===== config.mk =====
export PLATFORM = sky130hd
export DESIGN_NAME = shift_engine
export DESIGN_NICKNAME = d
export VERILOG_FILES = /design/src/rtl/i2c_pkg.sv /design/src/rtl/shift_bit_counter.sv /design/src/rtl/shift_engine.sv
export SDC_FILE = /design/constraint.sdc
export NUM_CORES = 1
export LEC_CHECK = 0
export ABC_AREA = 1
export CORE_ASPECT_RATIO = 1.1
export CORE_MARGIN = 4
export CORE_UTILIZATION = 40
export DETAILED_ROUTE_END_ITERATION = 12
export GPL_TIMING_DRIVEN = 1
export PLACE_DENSITY = 0.75
export SLEW_MARGIN = 20
export SYNTH_ARGS = -nofsm -noshare
export SYNTH_HDL_FRONTEND = slang
export SYNTH_SLANG_ARGS = --single-unit

===== constraint.sdc =====
create_clock -name clock -period 2.2 [get_ports clock]
set_input_delay 0.66 -clock clock [delete_from_list [all_inputs] [get_ports clock]]
set_output_delay 0.66 -clock clock [all_outputs]
set_load 0.02 [all_outputs]

===== src/rtl/i2c_pkg.sv =====
// Shared definitions for the I2C controller datapath blocks.
package i2c_pkg;

  // Shift engine control state.
  typedef enum logic {
    StIdle,
    StActive
  } shift_state_t;

  // Bits needed to hold a count of 0..width inclusive.
  function automatic int unsigned cnt_width(input int unsigned width);
    return $clog2(width + 1);
  endfunction

endpackage


===== src/rtl/shift_bit_counter.sv =====
// Remaining-bit counter for the shift engine: loads the frame length,
// decrements once per sample and flags the final bit.
module shift_bit_counter #(
  parameter int unsigned CW = 4
) (
  input  logic          clock,
  input  logic          reset,
  input  logic          load,
  input  logic [CW-1:0] load_value,
  input  logic          dec,
  output logic          last
);

  logic [CW-1:0] cnt_q, cnt_d;

  // Next count: a load wins over a decrement; never wraps below zero.
  always_comb begin
    cnt_d = cnt_q;
    if (load) begin
      cnt_d = load_value;
    end else if (dec && (cnt_q != '0)) begin
      cnt_d = cnt_q - 1'b1;
    end
  end

  // Count register.
  always_ff @(posedge clock) begin
    if (reset) begin
      cnt_q <= '0;
    end else begin
      cnt_q <= cnt_d;
    end
  end

  assign last = (cnt_q == CW'(1));

endmodule


===== src/rtl/shift_engine.sv =====
// Serial/parallel shift engine for I2C byte, address and ACK phases.
// Frame length and bit order are latched per frame at load time.
module shift_engine
  import i2c_pkg::*;
#(
  parameter int unsigned WIDTH      = 8,
  parameter logic        IDLE_LEVEL = 1'b1,
  parameter int unsigned CW         = cnt_width(WIDTH)
) (
  input  logic             clock,
  input  logic             reset,
  input  logic             load_valid,
  output logic             load_ready,
  input  logic [WIDTH-1:0] load_data,
  input  logic [CW-1:0]    nbits,
  input  logic             msb_first,
  input  logic             drive,
  input  logic             sample,
  input  logic             sin,
  output logic             sout,
  input  logic             abort,
  output logic             busy,
  output logic             done,
  output logic [WIDTH-1:0] rx_data
);

  localparam int unsigned IW = $clog2(WIDTH);

  shift_state_t     state_q, state_d;
  logic [WIDTH-1:0] shreg_q, shreg_d;
  logic [CW-1:0]    nbits_q, nbits_d;
  logic             order_q, order_d;
  logic             sout_q, sout_d;
  logic             done_q, done_d;
  logic [WIDTH-1:0] rx_q, rx_d;

  logic [CW-1:0]    nbits_clamped;
  logic [WIDTH-1:0] shifted;
  logic [WIDTH-1:0] mask;
  logic             cnt_load, cnt_dec, cnt_last;

  // Head bit of a frame of length n in the given order.
  function automatic logic head_of(input logic [WIDTH-1:0] v, input logic [CW-1:0] n,
                                   input logic msb);
    logic [IW-1:0] idx;
    idx = IW'(n - 1'b1);
    return msb ? v[idx] : v[0];
  endfunction

  // Out-of-range lengths (0 or > WIDTH) mean a full-width frame.
  always_comb begin
    nbits_clamped = nbits;
    if ((nbits == '0) || (32'(nbits) > WIDTH)) begin
      nbits_clamped = CW'(WIDTH);
    end
  end

  // Shift in sin at the tail of the frame; mask keeps only the live frame bits.
  always_comb begin
    shifted = '0;
    if (order_q) begin
      shifted = {shreg_q[WIDTH-2:0], sin};
    end else begin
      shifted = shreg_q >> 1;
      shifted[IW'(nbits_q - 1'b1)] = sin;
    end
    mask = {WIDTH{1'b1}} >> (WIDTH - 32'(nbits_q));
  end

  // Control and datapath next state; abort beats load and the final sample.
  always_comb begin
    state_d  = state_q;
    shreg_d  = shreg_q;
    nbits_d  = nbits_q;
    order_d  = order_q;
    sout_d   = sout_q;
    rx_d     = rx_q;
    done_d   = 1'b0;
    cnt_load = 1'b0;
    cnt_dec  = 1'b0;
    if (abort) begin
      state_d = StIdle;
    end else if (state_q == StIdle) begin
      if (load_valid) begin
        shreg_d  = load_data;
        nbits_d  = nbits_clamped;
        order_d  = msb_first;
        sout_d   = head_of(load_data, nbits_clamped, msb_first);
        cnt_load = 1'b1;
        state_d  = StActive;
      end
    end else begin
      if (sample) begin
        shreg_d = shifted;
        cnt_dec = 1'b1;
        if (cnt_last) begin
          rx_d    = shifted & mask;
          done_d  = 1'b1;
          state_d = StIdle;
        end
      end
      // sout holds through the final sample even if drive is also set.
      if (drive && !(sample && cnt_last)) begin
        sout_d = head_of(shreg_d, nbits_q, order_q);
      end
    end
  end

  // State and datapath registers.
  always_ff @(posedge clock) begin
    if (reset) begin
      state_q <= StIdle;
      shreg_q <= '0;
      nbits_q <= CW'(WIDTH);
      order_q <= 1'b1;
      sout_q  <= IDLE_LEVEL;
      done_q  <= 1'b0;
      rx_q    <= '0;
    end else begin
      state_q <= state_d;
      shreg_q <= shreg_d;
      nbits_q <= nbits_d;
      order_q <= order_d;
      sout_q  <= sout_d;
      done_q  <= done_d;
      rx_q    <= rx_d;
    end
  end

  shift_bit_counter #(
    .CW(CW)
  ) u_counter (
    .clock      (clock),
    .reset      (reset),
    .load       (cnt_load),
    .load_value (nbits_clamped),
    .dec        (cnt_dec),
    .last       (cnt_last)
  );

  assign load_ready = (state_q == StIdle) & ~abort;
  assign busy       = (state_q == StActive);
  assign done       = done_q;
  assign rx_data    = rx_q;
  assign sout       = sout_q;

endmodule


==> results.json <==
{
  "outcome": "completed",
  "finalNonFillerCells": 409,
  "ys_top_cells_by_area": "dfxtp_1 (29%), nand2_1 (18%), nand3_1 (7.5%)",
  "diodes": 0,
  "max-vdd-ir-drop_mv": 0.386,
  "die_w_um": 74.2,
  "finalSetupViolations": 0,
  "core-area_um2": 4650,
  "synth-seq-area-share_pct": 29.1,
  "grt_pass1_vias": 1965,
  "place.port_buffers": 31,
  "cp-start-kind": "input pin",
  "die_area_um2": 6000,
  "syn_area_per_cell_um2": 6.30,
  "yosys.area.top_type_share_pct": 29.1,
  "syn_inst": 306,
  "synth_ff_type": "dfxtp_1",
  "fin_util_pct": 54.0,
  "multi_input_area_um2": 1180,
  "vias": 2069,
  "clk_pin_slew_ns": 0.10,
  "drive_gt1_share_pct": 14.7,
  "track_usage_pct": 17.8,
  "rsz0062_at_grt": "false",
  "start_util_pct": 41.4,
  "grt_pass1_wl_um": 8510,
  "antenna_found_initial": 0,
  "htreeDepth": 1,
  "syn-num-nets": 330,
  "hold_ws_ns": 0.466,
  "cts_setup_buffers": 0,
  "powerDensity_nw_per_um2": 511,
  "fill_cells": 435,
  "drcViolationCount": 0,
  "finalInstanceArea_um2": 2510,
  "gp_congestion": 0.903,
  "fp-row-count": 26,
  "cts_tree": "yes",
  "finalCriticalPeriod_ns": 2.14,
  "overflow": 0,
  "synth_cell_types": 29,
  "cp.arrival_ns": 1.48,
  "yosysMostFrequentCell": "nand2_1",
  "synth_edf_count": 0,
  "io_pins": 32,
  "grt_start_max_net_pins": 19,
  "fin_crit_sh_pct": 97.5,
  "clock-sinks": 28,
  "first_iter_violations": 177,
  "total_leakage_power_uw": 0.00114,
  "yosysTopAreaCell": "dfxtp_1",
  "hpwlAfterDp_um": 3930,
  "ys_ff_latch": 28,
  "ant_nets": 0,
  "tightest_slew_ns": 0.402,
  "place_inst": 405,
  "max_freq_mhz": 466,
  "synth_commonest_cells": "nand2_1 (93), inv_1 (37), nand3_1 (29)",
  "cap_violations": 0,
  "vias_per_cell": 5.06,
  "numCtsBuffers": 3,
  "cts_root_buffer": "clkbuf_8",
  "die-height_um": 80.8,
  "cts_buffer_depth": 2,
  "regArea_um2": 561,
  "wl_per_cell_um": 12.0,
  "endpoint_kind": "output pin",
  "critPathMaxFanout": 2,
  "fin_worst_skew_ns": 0.00462,
  "drtPass1Iterations": 5,
  "hp-class": "reg2reg",
  "placed_area_um2": 2410,
  "clkLatencyLatePin_ns": 0.28,
  "hold_viol": 0,
  "area_growth_pct": 30.2,
  "fin_nets": 378,
  "drv_slew": 0,
  "async_flop_share_pct": 0,
  "wirelength_um": 4920,
  "synth_warnings": 0,
  "synth_area_um2": 1930,
  "maxSlewHeadroom_pct": 73.2,
  "cp.required_ns": 1.54,
  "critPathKind": "in2out"
}
-- metrics by stage --
stage / setup slack, ns / TNS [ns] / total power (µW)
global route: 0.00141 / 0 / 1350
floorplan: 0.207 / 0 / 750
CTS: 0.0235 / 0 / 1280
global placement: -0.245 / -0.360 / 865
detailed placement: -0.256 / -0.412 / 868
finish: 0.0554 / 0 / 1280
-- area by class of cell --
type                            instances  area share [%]
Inverter                               42            6.28
Tap cell                               56            2.79
Clock inverter                          1            1.20
Multi-Input combinational cell        227            47.1
Timing Repair Buffer                   52            18.6
Sequential cell                        28            22.3
Clock buffer                            3            1.64
-- kinds of logic (layout without fill, tap and decap cells) --
group           after synthesis  count (layout)  share of synthesized area (%)
xor+xnor                      3               3                           1.36
buf+inv                      51              98                           11.2
simple gates                162             162                           38.5
compound gates               58              58                           17.2
flops                        28              28                           29.1
fa+ha+maj                     4               4                           2.60
-- worst paths after layout --
check             startpoint         end  slack (ns)  cells past startpoint
hold / removal    rx_data[3]  rx_data[3]        0.47                      2
setup / recovery       abort  load_ready        0.06                      3
hold reg to reg   rx_data[3]  rx_data[3]        0.47                      2
setup reg to reg  nbits_q[0]        sout        0.27                     17
-- flip-flops by register name (all words and copies together) (netlist names) --
register         cells
u_counter.cnt_q      4
busy                 1
nbits_q              4
done                 1
rx_data              8
order_q              1
sout                 1
shreg_q              8
-- routing by layer --
layer / part of all wire (%) / vias to the layer above / GRT usage [%]
met5: 0 / - / 0
met2: 48 / 65 / 31.3
met1: 45 / 908 / 22.5
li1: - / 1092 / -
met4: 0.77 / 0 / 5.62
met3: 6.2 / 4 / 1.86
-- power breakdown --
group / switching, µW / leakage (µW) / internal (µW)
Clock: 173 / 0.0000357 / 244
Sequential: 15.0 / 0.000228 / 528
Combinational: 185 / 0.000879 / 140
-- layout by cell type (no fill, tap or decap), drive strengths merged --
cell type      count
inv               42
buf               21
nand3b             2
nand3             35
clkdlybuf4s15      1
o21ai             16
xor2               3
nand2             97
ha                 4
nor2              20
nor3               4
a31oi              3
dfxtp             28
a221oi             1
o211ai            11
clkbuf             3
clkdlybuf4s50     30
o21a               1
bufinv             1
a21oi             26
nand4              4
-- what timing repair did --
action | in CTS | in global routing
hold buffers | 0 | 0
setup endpoints to repair | 1 | 2
gates resized for setup | 1 | 9
endpoints found under the hold margin | 0 | 0
-- critical path, cell delays in order --
cell and delay, ns:
clkdlybuf4s50_1 0.41, nor2_1 0.10, clkdlybuf4s15_1 0.31
Note: power is estimated with default switching activity, not from simulation.
